<file path="src/rtl/fakeram_1rw1r_ctrl.sv">
// Requester-side controller for a 1rw1r SRAM macro: port A (read/write) drives rw0, port B (read-only) drives r0.
// Optional post-reset zero-fill, credit-based response buffering and A-write/B-read collision stall.

module fakeram_rsp_fifo #(
    parameter int BITS = 64
) (
    input  logic            clk,
    input  logic            rst_n,
    input  logic            rd_accept,
    input  logic [BITS-1:0] rd_out,
    input  logic            rsp_ready,
    output logic            rsp_valid,
    output logic [BITS-1:0] rsp_rdata,
    output logic            credit_ok
);
    logic            inflight_q;
    logic [1:0]      count_q;
    logic [1:0]      count_d;
    logic            wr_ptr_q;
    logic            rd_ptr_q;
    logic [BITS-1:0] mem_q [2];
    logic            pop;
    logic [2:0]      used;

    assign rsp_valid = (count_q != 2'd0);
    assign rsp_rdata = mem_q[rd_ptr_q];
    assign pop       = rsp_valid && rsp_ready;
    // Slots committed for next cycle; a pop this cycle frees one immediately.
    assign used      = {1'b0, count_q} + {2'b00, inflight_q} - {2'b00, pop};
    assign credit_ok = (used < 3'd2);
    assign count_d   = count_q + {1'b0, inflight_q} - {1'b0, pop};

    always_ff @(posedge clk or negedge rst_n) begin
        if (!rst_n) begin
            inflight_q <= 1'b0;
            count_q    <= 2'd0;
            wr_ptr_q   <= 1'b0;
            rd_ptr_q   <= 1'b0;
        end else begin
            inflight_q <= rd_accept;
            count_q    <= count_d;
            if (inflight_q) wr_ptr_q <= ~wr_ptr_q;
            if (pop)        rd_ptr_q <= ~rd_ptr_q;
        end
    end

    always_ff @(posedge clk) begin
        if (inflight_q) mem_q[wr_ptr_q] <= rd_out;
    end
endmodule

module fakeram_1rw1r_ctrl #(
    parameter int BITS          = 64,
    parameter int WORD_DEPTH    = 1024,
    parameter int ADDR_WIDTH    = 10,
    parameter bit INIT_ON_RESET = 1'b1
) (
    input  logic                  sys_clk,
    input  logic                  sys_rst_n,
    output logic                  init_done,
    input  logic                  a_req_valid,
    output logic                  a_req_ready,
    input  logic                  a_req_we,
    input  logic [ADDR_WIDTH-1:0] a_req_addr,
    input  logic [BITS-1:0]       a_req_wdata,
    output logic                  a_rsp_valid,
    input  logic                  a_rsp_ready,
    output logic [BITS-1:0]       a_rsp_rdata,
    input  logic                  b_req_valid,
    output logic                  b_req_ready,
    input  logic [ADDR_WIDTH-1:0] b_req_addr,
    output logic                  b_rsp_valid,
    input  logic                  b_rsp_ready,
    output logic [BITS-1:0]       b_rsp_rdata,
    output logic                  rw0_ce_in,
    output logic                  rw0_we_in,
    output logic [ADDR_WIDTH-1:0] rw0_addr_in,
    output logic [BITS-1:0]       rw0_wd_in,
    input  logic [BITS-1:0]       rw0_rd_out,
    output logic                  r0_ce_in,
    output logic [ADDR_WIDTH-1:0] r0_addr_in,
    input  logic [BITS-1:0]       r0_rd_out
);
    typedef enum logic {ST_INIT, ST_RUN} state_t;

    state_t                state_q;
    logic [ADDR_WIDTH-1:0] cnt_q;
    logic                  init_done_q;

    logic run, filling;
    logic a_credit, b_credit;
    logic a_acc, a_wr_acc, b_acc;

    assign run       = (state_q == ST_RUN);
    assign filling   = (state_q == ST_INIT) && INIT_ON_RESET;
    assign init_done = init_done_q;

    always_ff @(posedge sys_clk or negedge sys_rst_n) begin
        if (!sys_rst_n) begin
            state_q     <= ST_INIT;
            cnt_q       <= '0;
            init_done_q <= 1'b0;
        end else begin
            case (state_q)
                ST_INIT: begin
                    if (!INIT_ON_RESET || cnt_q == ADDR_WIDTH'(WORD_DEPTH - 1)) begin
                        state_q     <= ST_RUN;
                        init_done_q <= 1'b1;
                    end else begin
                        cnt_q <= cnt_q + 1'b1;
                    end
                end
                default: state_q <= ST_RUN;
            endcase
        end
    end

    assign a_req_ready = run && a_credit;
    assign a_acc       = a_req_valid && a_req_ready;
    assign a_wr_acc    = a_acc && a_req_we;
    // A write and B read to the same word: hold B off so it sees the new data.
    assign b_req_ready = run && b_credit && !(a_wr_acc && (b_req_addr == a_req_addr));
    assign b_acc       = b_req_valid && b_req_ready;

    // Macro pins are forced quiet while reset is asserted, even mid-fill.
    assign rw0_ce_in   = sys_rst_n && (filling || a_acc);
    assign rw0_we_in   = sys_rst_n && (filling || a_wr_acc);
    assign rw0_addr_in = !sys_rst_n ? '0 : (filling ? cnt_q : a_req_addr);
    assign rw0_wd_in   = (!sys_rst_n || filling) ? '0 : a_req_wdata;
    assign r0_ce_in    = b_acc;
    assign r0_addr_in  = sys_rst_n ? b_req_addr : '0;

    fakeram_rsp_fifo #(.BITS(BITS)) u_a_fifo (
        .clk       (sys_clk),
        .rst_n     (sys_rst_n),
        .rd_accept (a_acc && !a_req_we),
        .rd_out    (rw0_rd_out),
        .rsp_ready (a_rsp_ready),
        .rsp_valid (a_rsp_valid),
        .rsp_rdata (a_rsp_rdata),
        .credit_ok (a_credit)
    );

    fakeram_rsp_fifo #(.BITS(BITS)) u_b_fifo (
        .clk       (sys_clk),
        .rst_n     (sys_rst_n),
        .rd_accept (b_acc),
        .rd_out    (r0_rd_out),
        .rsp_ready (b_rsp_ready),
        .rsp_valid (b_rsp_valid),
        .rsp_rdata (b_rsp_rdata),
        .credit_ok (b_credit)
    );
endmodule
</file>
<file path="config.mk">
export PLATFORM = sky130hd
export DESIGN_NAME = fakeram_1rw1r_ctrl
export DESIGN_NICKNAME = d
export VERILOG_FILES = /design/src/rtl/fakeram_1rw1r_ctrl.sv
export SDC_FILE = /design/constraint.sdc
export NUM_CORES = 1
export LEC_CHECK = 0
export CELL_PAD_IN_SITES_DETAIL_PLACEMENT = 0
export CELL_PAD_IN_SITES_GLOBAL_PLACEMENT = 1
export CORE_ASPECT_RATIO = 2
export CORE_MARGIN = 5
export CORE_UTILIZATION = 39
export CTS_BUF_LIST = sky130_fd_sc_hd__clkbuf_8
export CTS_CLUSTER_DIAMETER = 80
export DETAILED_ROUTE_END_ITERATION = 16
export HOLD_SLACK_MARGIN = 0.08
export PLACE_DENSITY = 0.95
export SYNTH_ARGS = -nofsm -noshare
export SYNTH_HDL_FRONTEND = slang
export SYNTH_SLANG_ARGS = --single-unit
</file>
<file path="constraint.sdc">
create_clock -name sys_clk -period 6.8 [get_ports sys_clk]
set_input_delay 1.7 -clock sys_clk [delete_from_list [all_inputs] [get_ports sys_clk]]
set_output_delay 1.7 -clock sys_clk [all_outputs]
set_load 0.01 [all_outputs]
</file>
==> results of run 1 <==
-- layout by cell type (no fill, tap or decap), types with 2 or more instances in the layout --
cell type and instances:
sky130_fd_sc_hd__a21boi_0 2, sky130_fd_sc_hd__and2_1 12, sky130_fd_sc_hd__and2_2 2, sky130_fd_sc_hd__and3_1 64
sky130_fd_sc_hd__buf_4 9, sky130_fd_sc_hd__bufinv_16 4, sky130_fd_sc_hd__clkbuf_8 39, sky130_fd_sc_hd__clkdlybuf4s50_1 437
sky130_fd_sc_hd__clkinv_1 11, sky130_fd_sc_hd__clkinv_2 2, sky130_fd_sc_hd__clkinvlp_4 2, sky130_fd_sc_hd__dfrtp_1 19
sky130_fd_sc_hd__dfrtp_2 3, sky130_fd_sc_hd__diode_2 7, sky130_fd_sc_hd__edfxtp_1 256, sky130_fd_sc_hd__fa_1 2
sky130_fd_sc_hd__ha_1 5, sky130_fd_sc_hd__inv_1 17, sky130_fd_sc_hd__mux2_2 131, sky130_fd_sc_hd__mux2i_1 11
sky130_fd_sc_hd__nand2_1 7, sky130_fd_sc_hd__nand3_1 4, sky130_fd_sc_hd__nand4_1 3, sky130_fd_sc_hd__nor2_1 11
sky130_fd_sc_hd__nor2_4 2, sky130_fd_sc_hd__nor2b_1 12, sky130_fd_sc_hd__nor3_1 3, sky130_fd_sc_hd__nor3b_1 2
sky130_fd_sc_hd__or2_2 2, sky130_fd_sc_hd__xnor2_1 11, sky130_fd_sc_hd__xor2_1 8
-- cells by family after synthesis --
| family | share of synthesized area, % |
|---|---|
| flip-flops | 74.2 |
| multiplexers | 14.3 |
| AND/OR/NAND/NOR | 7.21 |
| buffers and inverters | 1.52 |
| XOR/XNOR | 1.50 |
| adder cells (fa/ha/maj) | 0.925 |
| AO/OA/AOI/OAI | 0.316 |
-- path summary, 6_finish.rpt --
| check | from | to | slack (ns) | cells past startpoint |
|---|---|---|---|---|
| hold / removal | init_done$_DFFE_PN0P_ | init_done$_DFFE_PN0P_ | 0.47 | 1 |
| max in group asynchronous | sys_rst_n | u_b_fifo.rd_ptr_q$_DFFE_PN0P_ | 4.76 | 2 |
| setup reg to reg | u_a_fifo.count_q[1]$_DFF_PN0_ | u_b_fifo.inflight_q$_DFF_PN0_ | 3.76 | 10 |
| setup / recovery | a_rsp_ready | r0_ce_in | 0.34 | 11 |
| min in group asynchronous | sys_rst_n | u_a_fifo.count_q[1]$_DFF_PN0_ | 1.26 | 1 |
| hold reg to reg | init_done$_DFFE_PN0P_ | init_done$_DFFE_PN0P_ | 0.47 | 1 |
-- metrics by stage --
| stage | setup slack (ns) | power, mW | area, um2 |
|---|---|---|---|
| global route | 0.202 | 4.70 | 16700 |
| CTS | 0.309 | 4.57 | 16700 |
| global placement | 0.353 | 3.23 | 15900 |
| floorplan | 1.34 | 2.56 | 11100 |
| detailed placement | 0.308 | 3.24 | 15900 |
| finish | 0.342 | 4.49 | 16700 |
-- flip-flops by register name, indices dropped and copies added, names as in the netlist --
name and count:
u_a_fifo.rd_ptr_q 1, u_a_fifo.wr_ptr_q 1, cnt_q 10, u_a_fifo.mem_q 128, u_b_fifo.wr_ptr_q 1, u_a_fifo.count_q 2
init_done 1, u_b_fifo.count_q 2, u_b_fifo.inflight_q 1, run 1, u_b_fifo.mem_q 128, u_b_fifo.rd_ptr_q 1
u_a_fifo.inflight_q 1
-- final cells by class --
class	count	area share [%]
repair buffers	447	26.7
well taps	356	2.67
multi-input cells	304	16.2
clock inverters	29	1.45
inverters	9	0.203
diodes	7	0.105
clock buffers	39	3.22
flip-flops and latches	278	49.4
-- power groups by stage --
stage          sequential (mW)  combinational (mW)  clock (mW)
4_1_cts                   1.94                1.28        1.35
3_3_place_gp              1.98                1.25           0
6_report                  1.94                1.25        1.30
5_1_grt                   1.95                1.32        1.43
3_5_place_dp              1.98                1.26           0
2_1_floorplan             1.93               0.632           0
-- worst max-delay path: stages --
cell and delay, ns:
sky130_fd_sc_hd__clkdlybuf4s50_1 0.39, sky130_fd_sc_hd__and2_1 0.16, sky130_fd_sc_hd__ha_1 0.28, sky130_fd_sc_hd__inv_1 0.04, sky130_fd_sc_hd__ha_1 0.19, sky130_fd_sc_hd__fa_1 0.38, sky130_fd_sc_hd__xnor2_1 0.15, sky130_fd_sc_hd__or4b_4 0.57
sky130_fd_sc_hd__nor4_4 0.31, sky130_fd_sc_hd__nor3b_1 0.10, sky130_fd_sc_hd__clkdlybuf4s50_1 0.49
-- metal layers --
metal | up-vias | GRT usage [%] | part of all wire (%)
li1 | 3298 | - | -
met1 | 3451 | 17.3 | 30
met2 | 330 | 37.0 | 58
met3 | 67 | 5.63 | 8.0
met4 | 2 | 8.38 | 3.7
met5 | - | 0 | 0.052
==> results_tabular.tex, run 1 <==
\begin{tabular}{lr}
\hline
Metric & Value \\
\hline
\multicolumn{2}{l}{\textbf{Outcome}} \\
Outcome & complete, no violations \\
\multicolumn{2}{l}{\textbf{Worst setup path}} \\
Nature of the critical path endpoint & output port \\
Crit start category & primary input \\
Data required time of the critical path & just over 5 ns \\
Largest fanout on the critical path & 2 \\
Critical path class & in2out \\
Data arrival time at the worst-slack endpoint & 4.76 ns \\
\multicolumn{2}{l}{\textbf{Synthesis}} \\
Yosys top cell area share & between 60\% and 70\% \\
Most common flop cell mapped by yosys & sky130\_fd\_sc\_hd\_\_edfxtp\_1 \\
Sequential element share of the synthesized area & around 74\% \\
Synthesis warning total & 0 \\
Share of synthesized flip-flops with an asynchronous set or reset & 7.91\% \\
FF+latch count, synth & 278 \\
Biggest area contributors in the synthesized netlist & sky130\_fd\_sc\_hd\_\_edfxtp\_1 (69\%), sky130\_fd\_sc\_hd\_\_mux2\_2 (13\%), sky130\_fd\_sc\_hd\_\_dfrtp\_1 (5.0\%), sky130\_fd\_sc\_hd\_\_and3\_1 (3.6\%), sky130\_fd\_sc\_hd\_\_mux2i\_1 (0.99\%) \\
Top post-synthesis cells by count & sky130\_fd\_sc\_hd\_\_edfxtp\_1 (256), sky130\_fd\_sc\_hd\_\_mux2\_2 (131), sky130\_fd\_sc\_hd\_\_and3\_1 (64) \\
Area of the mapped netlist & 11,100 um2 \\
Unique cell type count in the Yosys netlist & 32 \\
Gate count after technology mapping & 623 \\
Synth Area per Inst & 17.8 um2 \\
EDFF count, synth & roughly 260 \\
Most common cell in the netlist & sky130\_fd\_sc\_hd\_\_edfxtp\_1 \\
Nets in the synthesized netlist & 849 \\
Post-synth top area cell & sky130\_fd\_sc\_hd\_\_edfxtp\_1 \\
\multicolumn{2}{l}{\textbf{Routing}} \\
Post-detailed-route DRC marker count & 0 \\
Remaining number of nets flagged by the antenna check after routing & 0 \\
Routed length per instance & 21.1 um \\
Routed Wire Length & 31,000 um \\
Total vias in the final route & 7,148 \\
Avg Vias per Cell & between 4 and 5 \\
Drt initial violations & 269 \\
Drt pass-1 iters & 5 \\
\multicolumn{2}{l}{\textbf{Flow run}} \\
Number of maximum-capacitance violations & 0 \\
\multicolumn{2}{l}{\textbf{STA}} \\
Final worst hold slack & 0.466 ns \\
Worst clock skew on the final layout & between 0.03 and 0.04 ns \\
Final period util & 95.0\% \\
Setup TNS Final & 0 ns \\
Number of pins with negative max-slew slack in the final report & 0 \\
Endpoints failing setup & 0 \\
Hold Violations, Final & 0 \\
Final critical-path required period & between 6 and 7 ns \\
Max-slew headroom at the worst pin & between 40\% and 50\% \\
Fmax & 155 MHz \\
Slew at the pin closest to its max-slew limit & 0.886 ns \\
RSZ-0062 raised after global routing & no \\
\multicolumn{2}{l}{\textbf{Clock tree}} \\
H-tree Lvls & 2 \\
Number of sinks on the clock net & 278 \\
Hold\_buf cts & 0 \\
CTS clk-pin slew, worst paths & 0.06 ns \\
CTS Root Buffer Type & sky130\_fd\_sc\_hd\_\_clkbuf\_8 \\
Clock tree from TritonCTS & done \\
Post-CTS sizing & 0 \\
Post-CTS repair timing setup buffer count & 0 \\
Latest clock arrival within the worst-skew pair & 0.55 ns \\
Number of buffers on the longest clock path & 3 \\
Number of clock buffers inserted by TritonCTS & 39 \\
\multicolumn{2}{l}{\textbf{Place}} \\
RePlAce Congestion & $\sim$0.80 \\
Placed Cells incl. Taps & 1,394 \\
Count of input and output buffers & 438 \\
HPWL reported at the end of detailed placement & approximately 23,000 um \\
\multicolumn{2}{l}{\textbf{Global routing}} \\
Total routing usage reported by global routing & 19.0\% \\
Pin count of the biggest net entering global routing & 82 \\
Vias in the first global route & 7,944 \\
Number of antenna violations at the first check in global routing & 8 \\
Grt total ovfl & 0 \\
Wire length of the first global-routing pass & 46,000 um \\
\multicolumn{2}{l}{\textbf{Power}} \\
Worst voltage drop across the vdd grid & approximately 240 uV \\
Lkg Pwr & 5.97 nW \\
Combinational cell fraction of total power & 27.8\% \\
Net Switching & 1.15 mW \\
Power Internal & between 3 and 4 mW \\
Power density over the cells & $\sim$270 nW/um2 \\
Clock power share & 29.0\% \\
Reg power frac & $\sim$43\% \\
Net switching share of the total power & 25.7\% \\
\multicolumn{2}{l}{\textbf{Floorplan}} \\
Die H & 249 um \\
Die span in x & 129 um \\
Number of placement rows & just under 90 \\
Core area & 28,200 um2 \\
DIE AREA & around 32,000 um2 \\
Initial core utilization & 39.4\% \\
I/O pin count & between 400 and 500 \\
\multicolumn{2}{l}{\textbf{Finish}} \\
Fraction of layout cells with a size suffix above 1 & 18.4\% \\
Nets@finish & 1,305 \\
Core utilization of the finished layout & 59.1\% \\
Sequential cell area & 8240 um2 \\
Footprint of the multi-input gates & 2710 um2 \\
Final std cells w/o fill & 1,469 \\
FILL cells & 2,182 \\
Area growth syn-to-layout & 50.2\% \\
\multicolumn{2}{l}{\textbf{Min path}} \\
Path category of the worst min-delay check & reg2reg \\
\hline
\end{tabular}
(Power assumes the default switching activity.)
==> run 2: changes to the inputs <==
--- a/config.mk
+++ b/config.mk
@@ -15,6 +15,7 @@
 export DETAILED_ROUTE_END_ITERATION = 16
 export HOLD_SLACK_MARGIN = 0.08
 export PLACE_DENSITY = 0.95
+export SLEW_MARGIN = 10
 export SYNTH_ARGS = -nofsm -noshare
 export SYNTH_HDL_FRONTEND = slang
 export SYNTH_SLANG_ARGS = --single-unit
==> results of run 2 <==
Same layout as run 1: the final DEF is identical, and so are final timing and power.
==> run 3: changes to the inputs <==
--- a/config.mk
+++ b/config.mk
@@ -9,13 +9,11 @@
 export CELL_PAD_IN_SITES_GLOBAL_PLACEMENT = 1
 export CORE_ASPECT_RATIO = 2
 export CORE_MARGIN = 5
-export CORE_UTILIZATION = 39
-export CTS_BUF_LIST = sky130_fd_sc_hd__clkbuf_8
+export CORE_UTILIZATION = 38
 export CTS_CLUSTER_DIAMETER = 80
 export DETAILED_ROUTE_END_ITERATION = 16
 export HOLD_SLACK_MARGIN = 0.08
 export PLACE_DENSITY = 0.95
-export SLEW_MARGIN = 10
 export SYNTH_ARGS = -nofsm -noshare
 export SYNTH_HDL_FRONTEND = slang
 export SYNTH_SLANG_ARGS = --single-unit
==> results_tabular.tex, run 3 (synthesis gave the netlist of run 1 again) <==
\begin{tabular}{lr}
\hline
Metric & Value \\
\hline
\multicolumn{2}{l}{\textbf{Global routing}} \\
Grt total ovfl & 0 (unchanged) \\
Vias in the first global route & 7,727 (was 7,944) \\
Total routing usage reported by global routing & 18.2\% (was 19.0\%) \\
Wire length of the first global-routing pass & 45,100 um (was 46,000 um) \\
Pin count of the biggest net entering global routing & 71 (was 82) \\
Number of antenna violations at the first check in global routing & 6 (was 8) \\
\multicolumn{2}{l}{\textbf{Power}} \\
Power Internal & 3.40 mW (was 3.34 mW) \\
PnR Total Power & 4.55 mW (was 4.49 mW) \\
Power density over the cells & 272 nW/um2 (was 269 nW/um2) \\
Net Switching & 1.14 mW (was 1.15 mW) \\
Lkg Pwr & 5.93 nW (was 5.97 nW) \\
Combinational cell fraction of total power & 27.4\% (was 27.8\%) \\
Clock power share & 29.9\% (was 29.0\%) \\
Reg power frac & 42.7\% (was 43.2\%) \\
Net switching share of the total power & 25.2\% (was 25.7\%) \\
Worst voltage drop across the vdd grid & 249 uV (was 242 uV) \\
\multicolumn{2}{l}{\textbf{Clock tree}} \\
Post-CTS sizing & 0 (unchanged) \\
Hold\_buf cts & 0 (unchanged) \\
Clock tree from TritonCTS & done (unchanged) \\
CTS Root Buffer Type & sky130\_fd\_sc\_hd\_\_clkbuf\_16 (was sky130\_fd\_sc\_hd\_\_clkbuf\_8) \\
Number of sinks on the clock net & 278 (unchanged) \\
Number of buffers on the longest clock path & 3 (unchanged) \\
CTS clk-pin slew, worst paths & 0.06 ns (about the same) \\
Post-CTS repair timing setup buffer count & 0 (unchanged) \\
Latest clock arrival within the worst-skew pair & 0.53 ns (was 0.55 ns) \\
Number of clock buffers inserted by TritonCTS & 25 (was 39) \\
H-tree Lvls & 1 (was 2) \\
\multicolumn{2}{l}{\textbf{Floorplan}} \\
Die H & 252 um (was 249 um) \\
Initial core utilization & 38.5\% (was 39.4\%) \\
Number of placement rows & 88 (was 87) \\
DIE AREA & 32,900 um2 (was 32,100 um2) \\
Core area & 28,800 um2 (was 28,200 um2) \\
Die span in x & 131 um (was 129 um) \\
I/O pin count & 439 (unchanged) \\
\multicolumn{2}{l}{\textbf{STA}} \\
Fmax & 153 MHz (was 155 MHz) \\
Number of pins with negative max-slew slack in the final report & 0 (unchanged) \\
Slew at the pin closest to its max-slew limit & 0.882 ns (was 0.886 ns) \\
Setup TNS Final & 0 ns (unchanged) \\
Max-slew headroom at the worst pin & 41.2\% (was 40.9\%) \\
Worst clock skew on the final layout & 0.0100 ns (was 0.0321 ns) \\
Hold Violations, Final & 0 (unchanged) \\
Endpoints failing setup & 0 (unchanged) \\
RSZ-0062 raised after global routing & no (unchanged) \\
Final critical-path required period & 6.54 ns (was 6.46 ns) \\
Final period util & 96.2\% (was 95.0\%) \\
\multicolumn{2}{l}{\textbf{Place}} \\
HPWL reported at the end of detailed placement & 23,400 um (was 23,300 um) \\
Cell area after placement & 15,900 um2 (about the same) \\
RePlAce Congestion & 0.897 (was 0.804) \\
Count of input and output buffers & 438 (unchanged) \\
\multicolumn{2}{l}{\textbf{Worst setup path}} \\
Nature of the critical path endpoint & output port (unchanged) \\
Largest fanout on the critical path & 2 (unchanged) \\
Critical path class & in2out (unchanged) \\
Crit start category & primary input (unchanged) \\
Data required time of the critical path & 5.10 ns (about the same) \\
Data arrival time at the worst-slack endpoint & 4.84 ns (was 4.76 ns) \\
\multicolumn{2}{l}{\textbf{Routing}} \\
Routed Wire Length & 31,100 um (was 31,000 um) \\
Total vias in the final route & 7,005 (was 7,148) \\
Remaining number of nets flagged by the antenna check after routing & 0 (unchanged) \\
Drt initial violations & 281 (was 269) \\
Avg Vias per Cell & 4.85 (was 4.87) \\
Drt pass-1 iters & 5 (unchanged) \\
Routed length per instance & 21.6 um (was 21.1 um) \\
Post-detailed-route DRC marker count & 0 (unchanged) \\
\multicolumn{2}{l}{\textbf{Finish}} \\
Core utilization of the finished layout & 57.9\% (was 59.1\%) \\
Regs by FF count & u\_a\_fifo.mem\_q (128), u\_b\_fifo.mem\_q (128), cnt\_q (10) (unchanged) \\
Cell area after layout & 16,700 um2 (about the same) \\
Top library cells by usage in the layout, fill and taps aside & sky130\_fd\_sc\_hd\_\_clkdlybuf4s50\_1 (437), sky130\_fd\_sc\_hd\_\_edfxtp\_1 (256), sky130\_fd\_sc\_hd\_\_mux2\_2 (131) (unchanged) \\
Area growth syn-to-layout & 50.4\% (was 50.2\%) \\
FILL cells & 2,273 (was 2,182) \\
Most common library cell in the layout ignoring fill and taps & sky130\_fd\_sc\_hd\_\_clkdlybuf4s50\_1 (unchanged) \\
Fraction of layout cells with a size suffix above 1 & 17.3\% (was 18.4\%) \\
Nets@finish & 1,290 (was 1,305) \\
\multicolumn{2}{l}{\textbf{Outcome}} \\
Outcome & complete, no violations (unchanged) \\
\multicolumn{2}{l}{\textbf{Min path}} \\
Path category of the worst min-delay check & reg2reg (unchanged) \\
\multicolumn{2}{l}{\textbf{Flow run}} \\
Number of maximum-capacitance violations & 0 (unchanged) \\
\hline
\end{tabular}
run 3: cell types whose count changed in the layout (fill, tap and decap cells not counted), moves of 2 or more:
cell | before | now
sky130_fd_sc_hd__buf_4 | 9 | 7
sky130_fd_sc_hd__bufinv_16 | 4 | 1
sky130_fd_sc_hd__clkbuf_1 | 0 | 7
sky130_fd_sc_hd__clkbuf_16 | 0 | 25
sky130_fd_sc_hd__clkbuf_8 | 39 | 3
sky130_fd_sc_hd__clkinv_1 | 11 | 2
sky130_fd_sc_hd__clkinv_2 | 2 | 0
sky130_fd_sc_hd__diode_2 | 7 | 5
sky130_fd_sc_hd__inv_1 | 17 | 9
run 3: area by class of cell:
cell class	instances	area [um2]	area share, %
well taps	360	450	2.70
flip-flops and latches	278	8240	49.4
clock inverters	8	98.8	0.592
repair buffers	446	4450	26.7
inverters	9	33.8	0.202
clock buffers	35	693	4.15
multi-input cells	304	2710	16.2
diodes	5	12.5	0.0750
run 3: power groups by stage:
stage / logic, mW / clock network [mW] / registers [mW]
after floorplan: 0.632 / 0 / 1.93
after global placement: 1.25 / 0 / 1.98
after detailed placement: 1.26 / 0 / 1.98
after CTS: 1.27 / 1.40 / 1.94
after global routing: 1.32 / 1.47 / 1.95
final: 1.24 / 1.36 / 1.94
run 3: final timing paths:
check	slack, ns	endpoint	from	depth (start not counted)
min reg2reg	0.48	init_done$_DFFE_PN0P_	init_done$_DFFE_PN0P_	1
min in group asynchronous	1.24	u_b_fifo.inflight_q$_DFF_PN0_	sys_rst_n	1
max reg2reg	3.68	u_b_fifo.inflight_q$_DFF_PN0_	u_a_fifo.count_q[1]$_DFF_PN0_	10
max in group asynchronous	4.88	u_a_fifo.rd_ptr_q$_DFFE_PN0P_	sys_rst_n	2
min	0.48	init_done$_DFFE_PN0P_	init_done$_DFFE_PN0P_	1
max	0.26	r0_ce_in	a_rsp_ready	11
run 3: worst max-delay path, cell delays in order:
cell,delay (ns)
sky130_fd_sc_hd__clkdlybuf4s50_1,0.38
sky130_fd_sc_hd__and2_1,0.16
sky130_fd_sc_hd__ha_1,0.28
sky130_fd_sc_hd__inv_1,0.04
sky130_fd_sc_hd__ha_1,0.18
sky130_fd_sc_hd__fa_1,0.37
sky130_fd_sc_hd__xnor2_1,0.15
sky130_fd_sc_hd__or4b_4,0.57
sky130_fd_sc_hd__nor4_4,0.37
sky130_fd_sc_hd__nor3b_1,0.13
sky130_fd_sc_hd__clkdlybuf4s50_1,0.50
run 3: through the flow:
step,hold WS (ns),worst slack (ns),std cells
6_report,0.481,0.257,1445
3_3_place_gp,0.462,0.264,1397
4_1_cts,0.486,0.239,1440
3_5_place_dp,0.472,0.239,1397
5_1_grt,0.501,0.0566,1445
2_1_floorplan,0.452,1.34,623
run 3: per-layer routing:
layer | part of all wire, % | GRT usage, % | up-vias | wire, um
li1 | - | - | 3252 | -
met1 | 31 | 17.6 | 3381 | 9540
met2 | 57 | 35.3 | 314 | 17800
met3 | 8.6 | 4.89 | 56 | 2660
met4 | 3.6 | 7.21 | 2 | 1130
met5 | 0.064 | 0 | - | 20
